### src/rtl/hazard_scoreboard_if.sv
// Hazard scoreboard bus: ID-stage operand/redirect information in, forwarding select and pipeline control out.
interface hazard_scoreboard_if #(
    parameter int FWD_STAGES = 3
) ();
    localparam int SELW = $clog2(FWD_STAGES + 1);

    logic            id_valid;
    logic [4:0]      id_rs1;
    logic [4:0]      id_rs2;
    logic [4:0]      id_rd;
    logic            id_use_rs1;
    logic            id_use_rs2;
    logic            id_wr;
    logic            id_is_load;
    logic            id_serial;
    logic            flush;
    logic            excep;
    logic [SELW-1:0] fwd_sel_a;
    logic [SELW-1:0] fwd_sel_b;
    logic            fwd_load_a;
    logic            fwd_load_b;
    logic            stall_if;
    logic            stall_id;
    logic            inv_id;
    logic            inv_ex;
    logic            inv_mem;
    logic [31:0]     stall_cnt;

    modport master (
        output id_valid, id_rs1, id_rs2, id_rd, id_use_rs1, id_use_rs2,
               id_wr, id_is_load, id_serial, flush, excep,
        input  fwd_sel_a, fwd_sel_b, fwd_load_a, fwd_load_b,
               stall_if, stall_id, inv_id, inv_ex, inv_mem, stall_cnt
    );

    modport slave (
        input  id_valid, id_rs1, id_rs2, id_rd, id_use_rs1, id_use_rs2,
               id_wr, id_is_load, id_serial, flush, excep,
        output fwd_sel_a, fwd_sel_b, fwd_load_a, fwd_load_b,
               stall_if, stall_id, inv_id, inv_ex, inv_mem, stall_cnt
    );
endinterface

### src/rtl/hazard_scoreboard.sv
// In-order pipeline hazard scoreboard: forwarding select, load-use stall, serialising drain.
// Define HAZARD_STALL_CNT_EN to add a wrapping stall-cycle counter on stall_cnt (tied to 0 otherwise).
module hazard_scoreboard #(
    parameter int FWD_STAGES = 3,
    parameter int LOAD_LAT   = 1
) (
    input logic                clk,
    input logic                reset,
    hazard_scoreboard_if.slave bus
);
    localparam int SELW = $clog2(FWD_STAGES + 1);

    typedef enum logic [1:0] {RUN, LSTALL, DRAIN} state_t;

    state_t              state;
    logic [FWD_STAGES:1] v;
    logic [FWD_STAGES:1] ld;
    logic [4:0]          rd [1:FWD_STAGES];

    logic [SELW-1:0] sel_a;
    logic [SELW-1:0] sel_b;
    logic            load_a;
    logic            load_b;
    logic            load_hazard;
    logic            busy;
    logic            serial_busy;
    logic            kill;
    logic            stall;
    logic            insert;

    // Scan oldest to youngest so the youngest matching producer is the one that sticks.
    always_comb begin
        sel_a  = '0;
        sel_b  = '0;
        load_a = 1'b0;
        load_b = 1'b0;
        for (int k = FWD_STAGES; k >= 1; k--) begin
            if (bus.id_use_rs1 && bus.id_rs1 != 5'd0 && v[k] && rd[k] == bus.id_rs1) begin
                sel_a  = SELW'(k);
                load_a = ld[k];
            end
            if (bus.id_use_rs2 && bus.id_rs2 != 5'd0 && v[k] && rd[k] == bus.id_rs2) begin
                sel_b  = SELW'(k);
                load_b = ld[k];
            end
        end
    end

    assign load_hazard = (load_a && int'(sel_a) <= LOAD_LAT) || (load_b && int'(sel_b) <= LOAD_LAT);
    assign busy        = |v[FWD_STAGES-1:1];
    assign serial_busy = bus.id_valid && bus.id_serial && busy;
    assign kill        = bus.flush || bus.excep;
    assign stall       = !kill && (load_hazard || serial_busy || (state == DRAIN && busy));
    assign insert      = bus.id_valid && !stall && !kill;

    assign bus.fwd_sel_a  = sel_a;
    assign bus.fwd_sel_b  = sel_b;
    assign bus.fwd_load_a = load_a;
    assign bus.fwd_load_b = load_b;
    assign bus.stall_if   = stall;
    assign bus.stall_id   = stall;
    // Redirect inputs are live during reset, so the invalidates are masked explicitly.
    assign bus.inv_id     = !reset && kill;
    assign bus.inv_ex     = !reset && (kill || stall);
    assign bus.inv_mem    = !reset && kill;

    always_ff @(posedge clk or posedge reset) begin
        if (reset) begin
            v     <= '0;
            state <= RUN;
        end else begin
            v[1] <= insert && bus.id_wr && bus.id_rd != 5'd0;
            for (int k = 2; k <= FWD_STAGES; k++) begin
                v[k] <= v[k-1];
            end
            // WB keeps whatever shifts into it; only the younger stages are squashed.
            if (bus.flush) begin
                v[2:1] <= '0;
            end else if (bus.excep) begin
                v[FWD_STAGES-1:1] <= '0;
            end

            if (kill) begin
                state <= RUN;
            end else if (state == DRAIN) begin
                state <= busy ? DRAIN : RUN;
            end else if (serial_busy) begin
                state <= DRAIN;
            end else if (load_hazard) begin
                state <= LSTALL;
            end else begin
                state <= RUN;
            end
        end
    end

    always_ff @(posedge clk) begin
        rd[1] <= bus.id_rd;
        ld[1] <= bus.id_is_load;
        for (int k = 2; k <= FWD_STAGES; k++) begin
            rd[k] <= rd[k-1];
            ld[k] <= ld[k-1];
        end
    end

`ifdef HAZARD_STALL_CNT_EN
    logic [31:0] stall_cnt;

    always_ff @(posedge clk or posedge reset) begin
        if (reset) begin
            stall_cnt <= '0;
        end else if (stall) begin
            stall_cnt <= stall_cnt + 32'd1;
        end
    end

    assign bus.stall_cnt = stall_cnt;
`else
    assign bus.stall_cnt = '0;
`endif
endmodule

### src/flat_wrapper.sv
// flat-port wrapper written by rule: the top's interface ports become plain ports
module hazard_scoreboard_flat 
#(
    parameter int FWD_STAGES = 3,
    parameter int LOAD_LAT   = 1
)
  (clk, reset, bus_id_valid, bus_id_rs1, bus_id_rs2, bus_id_rd, bus_id_use_rs1, bus_id_use_rs2, bus_id_wr, bus_id_is_load, bus_id_serial, bus_flush, bus_excep, bus_fwd_sel_a, bus_fwd_sel_b, bus_fwd_load_a, bus_fwd_load_b, bus_stall_if, bus_stall_id, bus_inv_id, bus_inv_ex, bus_inv_mem, bus_stall_cnt);
  hazard_scoreboard_if #(.FWD_STAGES(FWD_STAGES)) bus_i ();
  input logic clk;
  input logic reset;
  input wire logic [$bits(bus_i.id_valid)-1:0] bus_id_valid;
  input wire logic [$bits(bus_i.id_rs1)-1:0] bus_id_rs1;
  input wire logic [$bits(bus_i.id_rs2)-1:0] bus_id_rs2;
  input wire logic [$bits(bus_i.id_rd)-1:0] bus_id_rd;
  input wire logic [$bits(bus_i.id_use_rs1)-1:0] bus_id_use_rs1;
  input wire logic [$bits(bus_i.id_use_rs2)-1:0] bus_id_use_rs2;
  input wire logic [$bits(bus_i.id_wr)-1:0] bus_id_wr;
  input wire logic [$bits(bus_i.id_is_load)-1:0] bus_id_is_load;
  input wire logic [$bits(bus_i.id_serial)-1:0] bus_id_serial;
  input wire logic [$bits(bus_i.flush)-1:0] bus_flush;
  input wire logic [$bits(bus_i.excep)-1:0] bus_excep;
  output wire logic [$bits(bus_i.fwd_sel_a)-1:0] bus_fwd_sel_a;
  output wire logic [$bits(bus_i.fwd_sel_b)-1:0] bus_fwd_sel_b;
  output wire logic [$bits(bus_i.fwd_load_a)-1:0] bus_fwd_load_a;
  output wire logic [$bits(bus_i.fwd_load_b)-1:0] bus_fwd_load_b;
  output wire logic [$bits(bus_i.stall_if)-1:0] bus_stall_if;
  output wire logic [$bits(bus_i.stall_id)-1:0] bus_stall_id;
  output wire logic [$bits(bus_i.inv_id)-1:0] bus_inv_id;
  output wire logic [$bits(bus_i.inv_ex)-1:0] bus_inv_ex;
  output wire logic [$bits(bus_i.inv_mem)-1:0] bus_inv_mem;
  output wire logic [$bits(bus_i.stall_cnt)-1:0] bus_stall_cnt;
  assign bus_i.id_valid = bus_id_valid;
  assign bus_i.id_rs1 = bus_id_rs1;
  assign bus_i.id_rs2 = bus_id_rs2;
  assign bus_i.id_rd = bus_id_rd;
  assign bus_i.id_use_rs1 = bus_id_use_rs1;
  assign bus_i.id_use_rs2 = bus_id_use_rs2;
  assign bus_i.id_wr = bus_id_wr;
  assign bus_i.id_is_load = bus_id_is_load;
  assign bus_i.id_serial = bus_id_serial;
  assign bus_i.flush = bus_flush;
  assign bus_i.excep = bus_excep;
  assign bus_fwd_sel_a = bus_i.fwd_sel_a;
  assign bus_fwd_sel_b = bus_i.fwd_sel_b;
  assign bus_fwd_load_a = bus_i.fwd_load_a;
  assign bus_fwd_load_b = bus_i.fwd_load_b;
  assign bus_stall_if = bus_i.stall_if;
  assign bus_stall_id = bus_i.stall_id;
  assign bus_inv_id = bus_i.inv_id;
  assign bus_inv_ex = bus_i.inv_ex;
  assign bus_inv_mem = bus_i.inv_mem;
  assign bus_stall_cnt = bus_i.stall_cnt;
  hazard_scoreboard #(.FWD_STAGES(FWD_STAGES), .LOAD_LAT(LOAD_LAT)) u_core (.clk(clk), .reset(reset), .bus(bus_i));
endmodule
### config.mk
export PLATFORM = sky130hd
export DESIGN_NAME = hazard_scoreboard_flat
export DESIGN_NICKNAME = d
export VERILOG_FILES = /design/src/rtl/hazard_scoreboard_if.sv /design/src/rtl/hazard_scoreboard.sv /design/src/flat_wrapper.sv
export SDC_FILE = /design/constraint.sdc
export NUM_CORES = 1
export LEC_CHECK = 0
export CAP_MARGIN = 5
export CELL_PAD_IN_SITES_DETAIL_PLACEMENT = 1
export CELL_PAD_IN_SITES_GLOBAL_PLACEMENT = 2
export CORE_MARGIN = 3
export CORE_UTILIZATION = 22
export CTS_CLUSTER_SIZE = 10
export DETAILED_ROUTE_END_ITERATION = 8
export GPL_ROUTABILITY_DRIVEN = 0
export PLACE_DENSITY = 0.83
export SLEW_MARGIN = 20
export SYNTH_ARGS = -nofsm -noshare
export SYNTH_HDL_FRONTEND = slang
export SYNTH_SLANG_ARGS = --single-unit
### constraint.sdc
create_clock -name clk -period 3.85 [get_ports clk]
set_clock_uncertainty 0.05 [all_clocks]
set_input_delay 1.155 -clock clk [delete_from_list [all_inputs] [get_ports clk]]
set_output_delay 1.155 -clock clk [all_outputs]
set_load 0.02 [all_outputs]
==> impl_metrics.toml <==
[status]
status = "complete, but fails checks"
failed_checks = "negative setup slack"

[global_route]
grt_pass1_wl_um = 5330
antenna_found_initial = 0
first_global_vias = 1117
globalRoute.totalOverflow = 0
grtUsageTotal = 0.0922
grt_start_max_net_pins = 15

[timing]
timing.hold.ws_ns = 0.327
final-hold-violation-count = 0
finalCritPeriodShare = 1.00
maxSlewViolCount = 0
finalWorstSetupSlack_ns = -0.00202
period_minus_slack_ns = 3.85
finalSetupViolations = 1
rsz0062_at_grt = "yes"
fmax_mhz = 260
tns_ns = -0.00202

[placement]
place_area_um2 = 1810
dp_slack_ns = -0.833
placedCellCount = 272
dpl.hpwl_um = 2830
io_buffers = 35

[synthesis]
avgSynthCellArea_um2 = 9.30
synth_top_family_by_area = "simple AND/OR/NAND/NOR gates"
synth_cell_types = 33
synth-compound-area-share = 0.0605
synth-simple-area-share = 0.199
synthArstFlopShare = 0.217
synth-edff-count = 0
yosysWarnings = 0
yosys-mux-area-fraction = 0
ys_seq_area_frac = 0.350
netlist_instances = 149
synth_fa_ha_area_frac = 0
synth_xor_xnor_area_share = 0.190
ys_seq_elements = 23
yosys_most_used_dff = "dfxtp_1"
synth_area_um2 = 1390

[worst_setup_path]
critPathKind = "input pin to primary output"
worstSetupEndpointType = "primary output"
path_cells = "buf_6, or4_4, buf_4, nor2_4, or3_4, buf_4, a21boi_1, buf_4"
path_max_fanout = 3
required_ns = 2.64
slowest_stage = "or4_4"
start_kind = "input pin"
path_common_cell = "buf_4"
crit_path_max_incr_delay_ns = 0.52
cp.arrival_ns = 2.65

[layout]
n_fill_cell = 731
antenna_cells = 0
drive_gt1_frac = 0.300
syn2layout_area_growth_pct = 37.7
finalNonFillerCells = 282
final_cell_area_um2 = 1910
final_cell_mix = "32 x conb_1, 25 x xnor2_1, 25 x buf_4, 18 x dfxtp_1, 14 x clkdlybuf4s50_1"
layout_commonest_cell = "conb_1"
nNetsFinal = 233
post-route-util = 0.317

[clock_network]
numClockSinks = 23
clkTransAtPathRegs_ns = 0.08
clockRootBuffer = "clkbuf_8"
cts_htree_levels = 1
cts_buffer_depth = 2
ctsHoldBuffers = 0
insertion_delay_ns = 0.27
cts_buffers = 3
cts_tree = "done"

[floorplanning]
rows = 28
die-area_um2 = 7290
initial_utilization = 0.230
ioPinCount = 68
fp.dieW_um = 85.4
coreArea_um2 = 6030
dieHeight_um = 85.4

[routing]
drc = 0
via_count = 1130
vias_per_cell = 4.01
wl_per_cell_um = 11.9
drt-total-wl_um = 3350
drtPass1Iterations = 4
detail-route-antenna-nets = 0
drt_iter0_drc = 30

[pwr]
ir_worst_vdd_uv = 208
leakage_nw = 0.822
powerDensity_nw_per_um2 = 282
total_power_uw = 539

[job]
max-cap-violations = 0

[hold_path]
hold_path.class = "register to register"
[routing by layer]
layer / vias up / GRT usage / wire length (um)
met5: - / 0 / 0
met4: 0 / 0.0345 / 31
met3: 4 / 0.0107 / 154
met2: 39 / 0.161 / 1740
met1: 538 / 0.116 / 1420
li1: 549 / - / -
[worst max-delay path, delay by kind of cell]
family	cells	cell delay (ns)
and+or+nand+nor	3	0.77
buffers and inverters	4	0.53
AOI/OAI and AO/OA	1	0.20
[power by group]
| group | total, mW | internal (mW) | leakage (nW) | switching (mW) |
|---|---|---|---|---|
| Combinational | 0.124 | 0.0578 | 0.574 | 0.0658 |
| Sequential | 0.261 | 0.249 | 0.221 | 0.0120 |
| Clock | 0.154 | 0.0738 | 0.0260 | 0.0805 |
| Total | 0.539 | 0.381 | 0.822 | 0.158 |
[cells in the mapped netlist, types with 3 or more instances]
cell     instances  area, um2
dfrtp_1          5        125
dfxtp_1         18        360
nor2_1           8       30.0
xor2_1           3       26.3
or4_1            3       22.5
xnor2_1         27        236
a31oi_1          3       18.8
nand2_1          9       33.8
nand3_1          3       15.0
nand4_1          6       37.5
buf_4           34        255
o21ai_0          3       15.0
[what timing repair did]
action                                  CTS  global route
endpoints found under the setup margin    9             9
resized for setup                        91            18
setup buffers                             5             1
pin swaps                                16            15
[final timing paths]
| path | start | to | slack, ns | cells after the start |
|---|---|---|---|---|
| worst max register to register | u_core.rd[0][7]$_DFF_P_ | u_core.state[0]$_DFF_PP0_ | 1.97 | 6 |
| min in group asynchronous | reset | u_core.v[2]$_DFF_PP0_ | 1.10 | 2 |
| worst max-delay path | bus_id_rs2[1] | bus_fwd_sel_b[1] | -0.002 | 8 |
| worst min-delay path | u_core.ld[2]$_DFF_P_ | u_core.ld[3]$_DFF_P_ | 0.33 | 0 |
| worst min register to register | u_core.ld[2]$_DFF_P_ | u_core.ld[3]$_DFF_P_ | 0.33 | 0 |
| max in group asynchronous | reset | u_core.v[3]$_DFF_PP0_ | 2.48 | 2 |
[cells by family (layout without fill, tap and decap cells)]
kind of cell	after synthesis	in the layout
buffers and inverters	37	64
AOI/OAI and AO/OA	12	12
and+or+nand+nor	46	46
DFF	23	23
xor gates and xnor gates	30	30
other	1	32
[final cells by class]
cell class | instances | area, um2 | area share
clock inverters | 1 | 6.26 | 0.00328
flip-flops and latches | 23 | 485 | 0.254
clock buffers | 3 | 41.3 | 0.0216
multi-input cells | 120 | 797 | 0.417
well taps | 75 | 93.8 | 0.0491
repair buffers | 58 | 478 | 0.250
inverters | 2 | 7.51 | 0.00393
[flip-flops by register name, indices dropped and copies added (netlist names)]
register      flops
u_core.rd        15
u_core.ld         3
u_core.v          3
u_core.state      2
Note: power is estimated with default switching activity, not from simulation.
